**src/rtl/riscv_multicycle_control.sv**
```systemverilog
// Multi-cycle main control FSM for the RV32I datapath.
// Sequences each instruction through FETCH/DECODE/EXEC/MEM/WB, sharing one
// ALU and one unified memory port. It waits on a memory ready handshake,
// and traps on an illegal opcode or on a memory access that times out.
module riscv_multicycle_control #(
  parameter int MEM_TIMEOUT = 15,  // max wait cycles per memory access, 0 = no timeout
  parameter int CNT_W       = 4    // wait counter width, 2**CNT_W > MEM_TIMEOUT
) (
  input  logic       clk_i,
  input  logic       rst_i,
  input  logic [6:0] instr_op_i,
  input  logic       mem_ready_i,
  output logic       pc_write_o,
  output logic       branch_o,
  output logic       ir_write_o,
  output logic       iord_o,
  output logic       mem_read_o,
  output logic       mem_write_o,
  output logic       reg_write_o,
  output logic [1:0] alu_src_a_o,
  output logic [1:0] alu_src_b_o,
  output logic [1:0] alu_op_o,
  output logic [1:0] pc_src_o,
  output logic [1:0] mem_to_reg_o,
  output logic       instr_retire_o,
  output logic       illegal_o,
  output logic [2:0] state_o
);

  // Encodings are visible on state_o, so the values are fixed.
  typedef enum logic [2:0] {
    FETCH  = 3'd0,
    DECODE = 3'd1,
    EXEC   = 3'd2,
    MEM    = 3'd3,
    WB     = 3'd4,
    TRAP   = 3'd5
  } state_t;

  // Instruction class. It is latched in DECODE so that the later states
  // do not depend on instr_op_i staying stable.
  typedef enum logic [3:0] {
    CLS_R,
    CLS_I,
    CLS_LOAD,
    CLS_STORE,
    CLS_BRANCH,
    CLS_JAL,
    CLS_JALR,
    CLS_LUI,
    CLS_AUIPC,
    CLS_NONE
  } instr_class_t;

  // ALU operand and operation codes shared with the datapath.
  localparam logic [1:0] SrcAPc    = 2'b00;
  localparam logic [1:0] SrcARs1   = 2'b01;
  localparam logic [1:0] SrcAOldPc = 2'b10;
  localparam logic [1:0] SrcAZero  = 2'b11;
  localparam logic [1:0] SrcBRs2   = 2'b00;
  localparam logic [1:0] SrcBFour  = 2'b01;
  localparam logic [1:0] SrcBImm   = 2'b10;
  localparam logic [1:0] AluAdd    = 2'b00;
  localparam logic [1:0] AluBranch = 2'b01;
  localparam logic [1:0] AluRFunct = 2'b10;
  localparam logic [1:0] AluIFunct = 2'b11;
  localparam logic [1:0] PcAluRes  = 2'b00;
  localparam logic [1:0] PcAluOut  = 2'b01;
  localparam logic [1:0] WbAluOut  = 2'b00;
  localparam logic [1:0] WbMdr     = 2'b01;
  localparam logic [1:0] WbLink    = 2'b10;

  localparam bit              TimeoutEnabled = (MEM_TIMEOUT != 0);
  localparam logic [CNT_W-1:0] TimeoutCount  = CNT_W'(MEM_TIMEOUT);

  state_t             state;
  instr_class_t       instrClass;
  logic [CNT_W-1:0]   waitCnt;
  logic               memWait;
  logic               timedOut;

  // Map an opcode to its class. An unknown opcode maps to CLS_NONE and traps.
  function automatic instr_class_t classify(input logic [6:0] op);
    case (op)
      7'b0110011: return CLS_R;
      7'b0010011: return CLS_I;
      7'b0000011: return CLS_LOAD;
      7'b0100011: return CLS_STORE;
      7'b1100011: return CLS_BRANCH;
      7'b1101111: return CLS_JAL;
      7'b1100111: return CLS_JALR;
      7'b0110111: return CLS_LUI;
      7'b0010111: return CLS_AUIPC;
      default:    return CLS_NONE;
    endcase
  endfunction

  // Detect a stalled memory access, and whether this cycle is its last allowed wait.
  always_comb begin
    memWait  = ((state == FETCH) || (state == MEM)) && !mem_ready_i;
    // When mem_ready_i arrives in the same cycle as the limit, the access
    // completes normally: memWait is low, so there is no timeout.
    timedOut = TimeoutEnabled && memWait && (waitCnt == TimeoutCount);
  end

  // State, latched instruction class and saturating wait counter.
  always_ff @(posedge clk_i) begin
    // NOTE: registered state uses non-blocking assignments only, so every
    // flop samples the values from before the edge no matter the statement order.
    if (rst_i) begin
      state      <= FETCH;
      instrClass <= CLS_NONE;
      waitCnt    <= '0;
    end else begin
      // The counter counts only while an access stalls. Every other cycle
      // clears it, so it always starts at 0 on entry to FETCH or MEM.
      if (memWait && !timedOut) begin
        if (waitCnt != '1) waitCnt <= waitCnt + 1'b1;
      end else begin
        waitCnt <= '0;
      end

      case (state)
        FETCH: begin
          if (mem_ready_i)   state <= DECODE;
          else if (timedOut) state <= TRAP;
        end
        DECODE: begin
          instrClass <= classify(instr_op_i);
          state      <= (classify(instr_op_i) == CLS_NONE) ? TRAP : EXEC;
        end
        EXEC: begin
          case (instrClass)
            CLS_LOAD, CLS_STORE: state <= MEM;
            CLS_BRANCH:          state <= FETCH;
            CLS_NONE:            state <= TRAP;
            default:             state <= WB;
          endcase
        end
        MEM: begin
          if (mem_ready_i)   state <= (instrClass == CLS_LOAD) ? WB : FETCH;
          else if (timedOut) state <= TRAP;
        end
        WB:      state <= FETCH;
        TRAP:    state <= TRAP;
        default: state <= TRAP;
      endcase
    end
  end

  // Drive the datapath controls from state, the latched class and mem_ready_i. All are forced to 0 during reset.
  always_comb begin
    // NOTE: every output gets a default before the case, so a path that
    // skips an assignment cannot infer a latch.
    pc_write_o     = 1'b0;
    branch_o       = 1'b0;
    ir_write_o     = 1'b0;
    iord_o         = 1'b0;
    mem_read_o     = 1'b0;
    mem_write_o    = 1'b0;
    reg_write_o    = 1'b0;
    alu_src_a_o    = SrcAPc;
    alu_src_b_o    = SrcBRs2;
    alu_op_o       = AluAdd;
    pc_src_o       = PcAluRes;
    mem_to_reg_o   = WbAluOut;
    instr_retire_o = 1'b0;
    illegal_o      = 1'b0;
    state_o        = 3'd0;

    if (!rst_i) begin
      state_o = state;
      case (state)
        FETCH: begin
          // Read the instruction at PC, and compute PC+4 on the ALU at the same time.
          mem_read_o  = 1'b1;
          alu_src_a_o = SrcAPc;
          alu_src_b_o = SrcBFour;
          alu_op_o    = AluAdd;
          pc_src_o    = PcAluRes;
          ir_write_o  = mem_ready_i;
          pc_write_o  = mem_ready_i;
        end
        DECODE: begin
          // Precompute the branch/JAL target oldPC+imm into ALUOut.
          alu_src_a_o = SrcAOldPc;
          alu_src_b_o = SrcBImm;
          alu_op_o    = AluAdd;
        end
        EXEC: begin
          case (instrClass)
            CLS_R: begin
              alu_src_a_o = SrcARs1;
              alu_src_b_o = SrcBRs2;
              alu_op_o    = AluRFunct;
            end
            CLS_I: begin
              alu_src_a_o = SrcARs1;
              alu_src_b_o = SrcBImm;
              alu_op_o    = AluIFunct;
            end
            CLS_LOAD, CLS_STORE: begin
              alu_src_a_o = SrcARs1;
              alu_src_b_o = SrcBImm;
              alu_op_o    = AluAdd;
            end
            CLS_BRANCH: begin
              // The ALU compares rs1 and rs2. The datapath qualifies the PC
              // write with the taken flag and uses the target from DECODE.
              alu_src_a_o    = SrcARs1;
              alu_src_b_o    = SrcBRs2;
              alu_op_o       = AluBranch;
              branch_o       = 1'b1;
              pc_src_o       = PcAluOut;
              instr_retire_o = 1'b1;
            end
            CLS_JAL: begin
              pc_write_o = 1'b1;
              pc_src_o   = PcAluOut;
            end
            CLS_JALR: begin
              alu_src_a_o = SrcARs1;
              alu_src_b_o = SrcBImm;
              alu_op_o    = AluAdd;
              pc_write_o  = 1'b1;
              pc_src_o    = PcAluRes;
            end
            CLS_LUI: begin
              alu_src_a_o = SrcAZero;
              alu_src_b_o = SrcBImm;
              alu_op_o    = AluAdd;
            end
            CLS_AUIPC: begin
              alu_src_a_o = SrcAOldPc;
              alu_src_b_o = SrcBImm;
              alu_op_o    = AluAdd;
            end
            default: ;
          endcase
        end
        MEM: begin
          // The request is held until memory reports ready.
          iord_o         = 1'b1;
          mem_read_o     = (instrClass == CLS_LOAD);
          mem_write_o    = (instrClass == CLS_STORE);
          instr_retire_o = (instrClass == CLS_STORE) && mem_ready_i;
        end
        WB: begin
          reg_write_o    = 1'b1;
          instr_retire_o = 1'b1;
          case (instrClass)
            CLS_LOAD:          mem_to_reg_o = WbMdr;
            CLS_JAL, CLS_JALR: mem_to_reg_o = WbLink;
            default:           mem_to_reg_o = WbAluOut;
          endcase
        end
        TRAP: illegal_o = 1'b1;
        default: ;
      endcase
    end
  end

endmodule
```
**config.mk**
```make
export PLATFORM = sky130hd
export DESIGN_NAME = riscv_multicycle_control
export DESIGN_NICKNAME = d
export VERILOG_FILES = /design/src/rtl/riscv_multicycle_control.sv
export SDC_FILE = /design/constraint.sdc
export NUM_CORES = 1
export LEC_CHECK = 0
export CAP_MARGIN = 20
export CORE_MARGIN = 3
export CORE_UTILIZATION = 41
export DETAILED_ROUTE_END_ITERATION = 10
export PLACE_DENSITY = 0.76
export SYNTH_ARGS = -nofsm -noshare
export SYNTH_HDL_FRONTEND = slang
export SYNTH_SLANG_ARGS = --single-unit
```
**constraint.sdc**
```tcl
create_clock -name clk_i -period 1.23 [get_ports clk_i]
set_input_delay 0.123 -clock clk_i [delete_from_list [all_inputs] [get_ports clk_i]]
set_output_delay 0.123 -clock clk_i [all_outputs]
set_load 0.01 [all_outputs]
```
==> flow_summary.yaml, run 1 <==
clocking:
  clk_path_buf_depth: 2
  cts_root_buf: "clkbuf_4"
  ctsHoldBuffers: 0
  clock-sinks: 11
  htree_levels: 1
  cts_buffers: 3
placed_design:
  finalWeightedCongestion: 0.889
  placed_cell_area_sq_mm: 0.00162
  dp_hpwl_microns: 2530
  port_buffers: 30
floorplanning:
  initial_core_util: 0.461
  pin_count: 32
  rows: 16
  die_x_microns: 54.4
  die_height_microns: 54.4
synthesis:
  synth_area_leaders: "dfxtp_1 23%, a21oi_1 7.3%, nor2_1 5.9%, nor3_1 5.7%, o21ai_0 4.7%"
  synth_edf_count: 0
  yosysTopAreaCell: "dfxtp_1"
  synth-main-ff-cell: "dfxtp_1"
  synth.cell_area_sq_um: 960
  ys_warn_count: 0
  synthDistinctLibCells: 44
  synth_top_area_frac: 0.229
  ys_ff_latch: 11
  async_flop_share: 0
  syn_nets: 149
  synthCells: 138
  syn_avg_cell_area_sq_um: 6.95
  synth-seq-area-share: 0.229
global_routing:
  grt_max_degree: 11
run_status:
  stop_error: "[ERROR DPL-0038] Utilization greater than 100%, impossible to legalize"
  haltStage: "5_1_grt"
  status: "did not finish"
sta:
  worst_endpoint: "instr_retire_o"
  worstEndpointType: "output port"
## what timing repair did
action                                  4_1_cts
setup buffers                                14
gates cloned                                  0
endpoints found under the setup margin       32
gates resized for setup                     162
pin swaps                                    27
## through the flow
stage | instances | worst slack [ps]
4_1_cts | 249 | -346
2_1_floorplan | 138 | -65.4
3_5_place_dp | 231 | -712
3_3_place_gp | 231 | -671
## cell usage after synthesis, types with 4 or more instances
library cell	instances
nand2_1	6
nand2b_1	6
o21ai_0	9
nor2_1	15
nor2b_1	4
nor4b_1	4
nor3_1	11
buf_2	4
and3_1	4
dfxtp_1	11
a21oi_1	14
inv_1	5
## cells by family after synthesis
family                   Yosys count  share of synthesized area
AND/OR/NAND/NOR                   69                      0.404
AO/OA/AOI/OAI                     35                      0.218
multiplexers                       1                     0.0104
buffers and inverters             16                     0.0847
XOR/XNOR                           4                     0.0365
other                              1                    0.00391
adder cells (fa/ha/maj)            1                     0.0130
flip-flops                        11                      0.229
==> run 2: changes to the inputs <==
--- a/config.mk
+++ b/config.mk
@@ -6,10 +6,10 @@
 export NUM_CORES = 1
 export LEC_CHECK = 0
 export CAP_MARGIN = 20
-export CORE_MARGIN = 3
-export CORE_UTILIZATION = 41
+export CORE_AREA = 3 3 64 66
 export DETAILED_ROUTE_END_ITERATION = 10
-export PLACE_DENSITY = 0.76
+export DIE_AREA = 0 0 67 69
+export PLACE_DENSITY_LB_ADDON = 0.15
 export SYNTH_ARGS = -nofsm -noshare
 export SYNTH_HDL_FRONTEND = slang
 export SYNTH_SLANG_ARGS = --single-unit
==> constraint.sdc (replaced) <==
create_clock -name clk_i -period 1.6 [get_ports clk_i]
set_input_delay 0.16 -clock clk_i [delete_from_list [all_inputs] [get_ports clk_i]]
set_output_delay 0.16 -clock clk_i [all_outputs]
set_load 0.01 [all_outputs]
==> run 2 against run 1 <==
- the flow now finishes without violations
- area after synthesis unchanged
- synthesized cell count unchanged
==> flow_summary.yaml, run 2 <==
finish:
  mostFrequentLayoutCell: "buf_4"
  fin_nets: 221
  most-common-layout-cells: "42 x buf_4, 13 x nor2_1, 11 x a21oi_1"
  multi_input_area_sq_um: 816
  regArea_sq_um: 241
  top_regs: "instrClass (4), waitCnt (4), state (3)"
  stdcell_count: 257
  nFillCells: 377
  diodes: 0
  utilization: 0.493
  post_route_cells_drive_above_1_share: 0.483
  syn_to_final_growth_pct: 86.8
sta:
  finalSetupViolCount: 0
  drv_slew: 0
  fmax_mhz: 634
  layout_min_cycle_time_ps: 1580
  fin_ws_ps: 23.4
  rsz0062_at_grt: "yes"
  finalHoldViolations: 0
  clock_skew_ps: 1.40
  period_share: 0.985
placed_design:
  dp_slack_ps: -527
  port_buffers: 30
  dp.cells: 251
  finalWeightedCongestion: 0.796
  dp_hpwl_microns: 2600
clocking:
  clock-sinks: 11
  ctsHoldBuffers: 0
  cts_buffers: 3
  clk_latency_ps: 240
  clk_path_buf_depth: 2
  cts_root_buf: "clkbuf_8"
  htree_levels: 1
  clk_pin_slew_ps: 50
  cts_tree: "built"
detailed_routing:
  drt.antenna.violating_nets: 0
  vias: 1234
  routed_wl_microns: 3210
  drtIter0Drc: 66
  firstDrtPassIters: 4
  vias_per_cell: 4.80
  drcViolationCount: 0
  wl_per_cell_microns: 12.5
critical_path:
  cp_cell_sequence: "buf_6, nor3_2, buf_4, and3_1, clkdlybuf4s15_2"
  worstPathMaxFanout: 12
  cp-start-kind: "flop"
  cp-end-kind: "primary output"
  path_class: "flop to primary output"
  critPathSlowestCell: "dfxtp_2"
  arrival_ps: 1420
  cpPeakStageDelay_ps: 320
  required_ps: 1440
floorplanning:
  die_x_microns: 67
  die_height_microns: 69
  rows: 22
  pin_count: 32
  initial_core_util: 0.264
  die_area_sq_mm: 0.00462
  core_area_sq_mm: 0.00363
synthesis:
  synth_area_leaders: "dfxtp_1 23%, a21oi_1 7.3%, nor2_1 5.9%, nor3_1 5.7%, o21ai_0 4.7%"
  synth_top_area_frac: 0.229
  yosysMostFrequentCell: "nor2_1"
  async_flop_share: 0
  synth-main-ff-cell: "dfxtp_1"
  synth_common_cells: "15 x nor2_1, 14 x a21oi_1, 11 x dfxtp_1, 11 x nor3_1, 9 x o21ai_0"
  ys_ff_latch: 11
  synthCells: 138
  syn_nets: 149
  yosysTopAreaCell: "dfxtp_1"
  synth_edf_count: 0
  ys_warn_count: 0
  syn_avg_cell_area_sq_um: 6.95
  synth.cell_area_sq_um: 960
  synth-seq-area-share: 0.229
  synthDistinctLibCells: 44
global_routing:
  grtUsageTotal: 0.144
  overflow: 0
  grt_max_degree: 13
  grt_pass1_vias: 1234
  antenna_found_initial: 0
  grt_pass1_wl_microns: 5380
power_and_ir_drop:
  ir_drop_v: 0.000199
  power_density_mw_per_mm2: 470
  p_leak_nw: 0.792
job:
  maxCapViolations: 0
worst_hold_path:
  hold_class: "flop to flop"
run_status:
  status: "finished, final reports clean"
==> run 2: through the flow <==
stage                     hold slack [ps]  TNS (ps)  instance area (sq um)  total power, mW
after floorplan                       337         0                    960            0.423
after global routing                  471      -100                   1790            0.899
after detailed placement              436     -7330                   1600            0.568
after global placement                431     -6470                   1600            0.566
final                                 440         0                   1790            0.843
after CTS                             447     -25.6                   1700            0.843
==> run 2: layout make-up <==
cell class,instances,area share
Sequential cell,11,0.135
Timing Repair Buffer,76,0.336
Inverter,7,0.0161
Tap cell,48,0.0335
Multi-Input combinational cell,111,0.455
Clock buffer,4,0.0251
==> run 2: timing repair <==
action                                  4_1_cts  5_1_grt
resized for setup                            76       31
pin swaps                                     4        9
setup buffers                                 2        1
endpoints found under the setup margin       21       17
cloned                                        0        0
==> run 2: cells by family after synthesis <==
logic type      Yosys count  share of synthesized area
buf+inv                  16                     0.0847
simple gates             69                      0.404
flops                    11                      0.229
xor+xnor                  4                     0.0365
other cells               1                    0.00391
mux                       1                     0.0104
fa+ha+maj                 1                     0.0130
compound gates           35                      0.218
==> run 2: final timing paths <==
path | start | endpoint | slack, ps | cells past startpoint
setup / recovery | state[0] | mem_to_reg_o[0] | 20 | 5
hold / removal | waitCnt[0] | waitCnt[0] | 440 | 1
setup reg to reg | state[1] | state[0] | 80 | 8
hold reg to reg | waitCnt[0] | waitCnt[0] | 440 | 1
==> run 2: routing by layer <==
| metal | share of wire | global-route usage | up-vias |
|---|---|---|---|
| met4 | 0.0050 | 0.0270 | 0 |
| met1 | 0.41 | 0.156 | 568 |
| met3 | 0.040 | 0.0244 | 2 |
| li1 | - | - | 635 |
| met2 | 0.54 | 0.279 | 29 |
| met5 | 0 | 0 | - |
==> run 2: critical path: cells and delay by family (launching register included) <==
family	cells	cell delay, ps
buffers and inverters	3	500
DFF	1	320
and+or+nand+nor	2	350
==> run 2: power breakdown <==
group          internal, mW  switching, mW  leakage (nW)
combinational         0.146          0.135         0.677
sequential            0.279         0.0104        0.0922
clock                 0.174         0.0985        0.0228
total                 0.599          0.243         0.792
No activity file was read; power rests on OpenSTA's default activity.
